$ cat src/rtl/parity_uart_tx_if.sv
// Byte-source and serial-line signals of parity_uart_tx.
// master: the byte source; slave: the transmitter.
interface parity_uart_tx_if;
  logic [7:0] tx_data;
  logic       tx_valid;
  logic       parity_odd;
  logic       tx_ready;
  logic       tx_out;
  logic       busy;
  logic       done;

  modport master (
    output tx_data, tx_valid, parity_odd,
    input  tx_ready, tx_out, busy, done
  );

  modport slave (
    input  tx_data, tx_valid, parity_odd,
    output tx_ready, tx_out, busy, done
  );
endinterface

$ cat src/rtl/parity_uart_tx.sv
// Serial transmitter: start, 8 data bits LSB-first, per-frame even/odd parity, stop.
// All outputs are registered; each bit lasts CLKS_PER_BIT cycles.
module parity_uart_tx #(
  parameter int unsigned CLKS_PER_BIT = 4,
  parameter int unsigned CNT_W        = $clog2(CLKS_PER_BIT)
) (
  input logic              clk,
  input logic              rst_n,
  parity_uart_tx_if.slave  bus
);

  typedef enum logic [2:0] {StIdle, StStart, StData, StParity, StStop} state_e;

  localparam logic [CNT_W-1:0] CntMax = CNT_W'(CLKS_PER_BIT - 1);

  state_e           state_q, state_d;
  logic [CNT_W-1:0] cnt_q, cnt_d;
  logic [2:0]       idx_q, idx_d;
  logic [7:0]       shift_q, shift_d;
  logic             par_q, par_d;
  logic             tx_out_q, tx_out_d;
  logic             ready_q, ready_d;
  logic             busy_q, busy_d;
  logic             done_q, done_d;

  logic accept;
  logic tick;

  assign accept = bus.tx_valid && ready_q;
  assign tick   = (cnt_q == CntMax);

  always_ff @(posedge clk) begin
    if (!rst_n) begin
      state_q  <= StIdle;
      cnt_q    <= '0;
      idx_q    <= '0;
      shift_q  <= '0;
      par_q    <= 1'b0;
      tx_out_q <= 1'b1;
      ready_q  <= 1'b1;
      busy_q   <= 1'b0;
      done_q   <= 1'b0;
    end else begin
      state_q  <= state_d;
      cnt_q    <= cnt_d;
      idx_q    <= idx_d;
      shift_q  <= shift_d;
      par_q    <= par_d;
      tx_out_q <= tx_out_d;
      ready_q  <= ready_d;
      busy_q   <= busy_d;
      done_q   <= done_d;
    end
  end

  always_comb begin
    state_d = state_q;
    unique case (state_q)
      StIdle:   if (accept) state_d = StStart;
      StStart:  if (tick) state_d = StData;
      StData:   if (tick && idx_q == 3'd7) state_d = StParity;
      StParity: if (tick) state_d = StStop;
      StStop:   if (tick) state_d = StIdle;
      default:  state_d = StIdle;
    endcase
  end

  always_comb begin
    cnt_d    = tick ? '0 : cnt_q + CNT_W'(1);
    idx_d    = idx_q;
    shift_d  = shift_q;
    par_d    = par_q;
    tx_out_d = tx_out_q;
    ready_d  = ready_q;
    busy_d   = busy_q;
    done_d   = 1'b0;
    unique case (state_q)
      StIdle: begin
        cnt_d = '0;
        if (accept) begin
          shift_d  = bus.tx_data;
          par_d    = ^bus.tx_data ^ bus.parity_odd;
          idx_d    = 3'd0;
          tx_out_d = 1'b0;
          ready_d  = 1'b0;
          busy_d   = 1'b1;
        end
      end
      StStart: if (tick) tx_out_d = shift_q[0];
      StData: begin
        if (tick) begin
          if (idx_q == 3'd7) begin
            tx_out_d = par_q;
          end else begin
            // Bit 0 of shift_q is always the bit currently on the line.
            idx_d    = idx_q + 3'd1;
            shift_d  = shift_q >> 1;
            tx_out_d = shift_q[1];
          end
        end
      end
      StParity: if (tick) tx_out_d = 1'b1;
      StStop: begin
        if (tick) begin
          ready_d = 1'b1;
          busy_d  = 1'b0;
          done_d  = 1'b1;
        end
      end
      default: begin
        cnt_d    = '0;
        tx_out_d = 1'b1;
        ready_d  = 1'b1;
        busy_d   = 1'b0;
      end
    endcase
  end

  assign bus.tx_out   = tx_out_q;
  assign bus.tx_ready = ready_q;
  assign bus.busy     = busy_q;
  assign bus.done     = done_q;

endmodule
$ cat src/flat_wrapper.sv
// flat-port wrapper written by rule: the top's interface ports become plain ports
module parity_uart_tx_flat 
#(
  parameter int unsigned CLKS_PER_BIT = 4,
  parameter int unsigned CNT_W        = $clog2(CLKS_PER_BIT)
)
  (clk, rst_n, bus_tx_data, bus_tx_valid, bus_parity_odd, bus_tx_ready, bus_tx_out, bus_busy, bus_done);
  parity_uart_tx_if bus_i ();
  input logic clk;
  input logic rst_n;
  input wire logic [$bits(bus_i.tx_data)-1:0] bus_tx_data;
  input wire logic [$bits(bus_i.tx_valid)-1:0] bus_tx_valid;
  input wire logic [$bits(bus_i.parity_odd)-1:0] bus_parity_odd;
  output wire logic [$bits(bus_i.tx_ready)-1:0] bus_tx_ready;
  output wire logic [$bits(bus_i.tx_out)-1:0] bus_tx_out;
  output wire logic [$bits(bus_i.busy)-1:0] bus_busy;
  output wire logic [$bits(bus_i.done)-1:0] bus_done;
  assign bus_i.tx_data = bus_tx_data;
  assign bus_i.tx_valid = bus_tx_valid;
  assign bus_i.parity_odd = bus_parity_odd;
  assign bus_tx_ready = bus_i.tx_ready;
  assign bus_tx_out = bus_i.tx_out;
  assign bus_busy = bus_i.busy;
  assign bus_done = bus_i.done;
  parity_uart_tx #(.CLKS_PER_BIT(CLKS_PER_BIT), .CNT_W(CNT_W)) u_core (.clk(clk), .rst_n(rst_n), .bus(bus_i));
endmodule
$ cat config.mk
export PLATFORM = sky130hd
export DESIGN_NAME = parity_uart_tx_flat
export DESIGN_NICKNAME = d
export VERILOG_FILES = /design/src/rtl/parity_uart_tx_if.sv /design/src/rtl/parity_uart_tx.sv /design/src/flat_wrapper.sv
export SDC_FILE = /design/constraint.sdc
export NUM_CORES = 1
export LEC_CHECK = 0
export BUFFER_PORTS_ARGS = -buffer_cell sky130_fd_sc_hd__buf_2
export CORE_MARGIN = 4
export CORE_UTILIZATION = 45
export DETAILED_ROUTE_END_ITERATION = 7
export GPL_ROUTABILITY_DRIVEN = 0
export GPL_TIMING_DRIVEN = 0
export PLACE_DENSITY = 0.61
export SYNTH_ARGS = -nofsm -noshare
export SYNTH_HDL_FRONTEND = slang
export SYNTH_SLANG_ARGS = --single-unit
$ cat constraint.sdc
create_clock -name clk -period 3.3 [get_ports clk]
set_input_delay 0.33 -clock clk [delete_from_list [all_inputs] [get_ports clk]]
set_output_delay 0.33 -clock clk [all_outputs]
set_load 0.03 [all_outputs]
==> out/metrics.yaml <==
yosys_register_bits: 21
average_size_of_a_mapped_cell_sq_um: 8.75
number_of_buffers_inserted_by_port_buffering: 14
timing.reg2reg.setup_slack_ps: 1590
cts-buffers-inserted: 3
rr_startpoint: "u_core.cnt_q[0]"
ant_nets: 0
overall_power_of_the_completed_layout_mw: 0.495
grt_pass1_vias: 903
run_status: "complete, no violations"
synthesis.nets: 138
setup.worst_path.class: "reg2reg"
avgRoutedWirePerCell_um: 13.4
vias: 930
synth_fa_ha_area_frac: 0.0349
critPathMostFrequentCell: "buf_6"
final_net_count: 157
worstPathMaxFanout: 10
tightest_slew_ps: 511
power_density_mw_per_mm2: 410
hold_path_class: "in2reg"
antenna_diode_count: 0
post_dp_cell_area_sq_mm: 0.00118
post_synth_and_or_nand_nor_area_fraction: 0.227
yosysSeqAreaShare: 0.391
main_combinational_cell_family_by_area_after_synthesis: "simple AND/OR/NAND/NOR gates"
cts.sink_count: 21
cts_hold_repair.buffers: 0
timing.critical_path.slowest_stage_cell: "dfxtp_1"
clk-insertion-delay-late_ps: 300
clock_tree.root_cell: "clkbuf_4"
max-vdd-ir-drop_mv: 0.222
dieWidth_um: 56.9
viasPerCell: 5.50
tritoncts: "yes"
final_core_utilization: 0.536
synthesis.yosys.warnings: 0
clock.fmax_mhz: 586
post-route-period-util: 0.517
worstHoldPathCells: 2
drc: 0
grt_antenna_before_repair: 0
pre_cts_ws_ps: 1610
timing.critical_path.max_delay_family: "buffers and inverters"
cts_resized: 0
post_synth_inst_count: 123
grt.total_usage: 0.154
most_frequent_cells_in_the_layout: "nand2_1, dfxtp_1, buf_2"
clk_transition_reported_paths_ps: 110
cp-end-kind: "register"
clock-skew-final_ps: 2.60
cts_max_level: 1
crit_path_cell_trace: "ha_1 -> clkbuf_1 -> a32o_1 -> buf_6 -> buf_6 -> mux2i_1 -> nor2_1"
die-area_sq_mm: 0.00324
vertical_die_dimension_um: 56.9
worstPathBufferInverterCount: 3
setup-violations-final: 0
place_hpwl_um: 1670
final.min_clock_period_ps: 1710
core_area_sq_mm: 0.00225
arrival_ps: 1890
multi_input_comb_area_sq_um: 571
grt_max_degree: 12
critical_path.max_stage_delay_ps: 360
worstHoldStart: "rst_n"
critical_path_required_ps: 3490
synth_enable_flop_cells: 0
drt-pass1-iter-count: 4
final_common_cell: "nand2_1"
synth_area_sq_mm: 0.00108
hold_violations: 0
synth.mux.area_fraction: 0.0198
hold-path-endpoint: "u_core.bus.tx_ready"
areaGrowthSynthToFinish_pct: 12.2
maxCapViolations: 0
stdcell_count: 169
fillCellCount: 220
drv_slew: 0
grt_pass1_wl_um: 4000
unrepaired_setup_endpoints_after_global_routing: "false"
leakage_nw: 0.505
post_synth_xor_area_fraction: 0.0779
rr_worst_depth: 7
worst_slew_margin_rel: 0.659
timing.rr.end: "u_core.idx_q[0]"
final.setup.worst_slack_ps: 1590
area.sequential_sq_um: 420
post-place-cells: 165
asyncSetResetFlopFracSynth: 0
clockBufferDepth: 2
timing.critical_path.from_type: "register"
synthFlopType: "dfxtp_1"
post_synth_num_cell_types: 36
top_level_ports: 16
drive_gt1_frac: 0.213
hold-worst-slack_ps: 230
synth_compound_gate_area_share: 0.171
totalNegativeSetupSlack_ps: 0
post_cts.repair.setup_buffers: 0
drtIter0Drc: 20
initial_util: 0.477
drt_wl_total_um: 2270
finish.instance_area_sq_mm: 0.00121
globalRoute.totalOverflow: 0
core.rowCount: 17
sequential cells by signal (all words and copies together), names as in the netlist:
| name | flops |
|---|---|
| u_core.bus.tx_ready | 1 |
| u_core.bus.tx_out | 1 |
| u_core.shift_q | 8 |
| u_core.par_q | 1 |
| u_core.bus.done | 1 |
| u_core.cnt_q | 2 |
| u_core.state_q | 3 |
| u_core.bus.busy | 1 |
| u_core.idx_q | 3 |
routing by layer:
| layer | share of wire | up-vias | wire, um | global-route usage |
|---|---|---|---|---|
| met5 | 0 | - | 0 | 0 |
| met4 | 0.011 | 0 | 24 | 0.0695 |
| met3 | 0.042 | 4 | 96 | 0.0299 |
| met2 | 0.49 | 15 | 1110 | 0.256 |
| met1 | 0.45 | 439 | 1030 | 0.190 |
| li1 | - | 472 | - | - |
area by class of cell:
cell class | instances | area share
well taps | 28 | 0.0290
flip-flops and latches | 21 | 0.348
repair buffers | 14 | 0.0580
inverters | 4 | 0.0124
plain buffers | 11 | 0.0580
clock buffers | 4 | 0.0218
multi-input cells | 87 | 0.473
logic make-up after synthesis:
logic type / count (synthesis)
compound gates: 24
xor+xnor: 8
fa+ha+maj: 3
buf+inv: 15
flops: 21
mux: 2
simple gates: 50
Yosys cell counts, types with 3 or more instances:
| library cell | n | area [sq um] |
|---|---|---|
| a311oi_1 | 7 | 61.3 |
| a21oi_1 | 5 | 25.0 |
| dfxtp_1 | 21 | 420 |
| buf_6 | 3 | 33.8 |
| ha_1 | 3 | 37.5 |
| nor2_1 | 10 | 37.5 |
| clkbuf_1 | 3 | 11.3 |
| nand3_1 | 4 | 20.0 |
| xnor2_1 | 6 | 52.6 |
| inv_1 | 4 | 15.0 |
| buf_2 | 5 | 25.0 |
| nand2_1 | 23 | 86.3 |
worst max-delay path by stage:
stage | from | to | slack [ps] | depth (start not counted)
after floorplan | u_core.bus.tx_ready | u_core.idx_q[0] | 1700 | 7
after global placement | u_core.cnt_q[0] | u_core.idx_q[0] | 1640 | 7
after detailed placement | u_core.cnt_q[0] | u_core.idx_q[0] | 1610 | 7
after CTS | u_core.cnt_q[0] | u_core.idx_q[0] | 1590 | 7
after global routing | u_core.cnt_q[0] | u_core.idx_q[0] | 1420 | 7
final | u_core.cnt_q[0] | u_core.idx_q[0] | 1590 | 7
power by group:
| part | leakage [nW] | switching [mW] | internal [mW] |
|---|---|---|---|
| Sequential | 0.172 | 0.00790 | 0.270 |
| Clock | 0.0150 | 0.0770 | 0.0471 |
| Combinational | 0.318 | 0.0493 | 0.0437 |
Power figures use the tool's default switching activity.
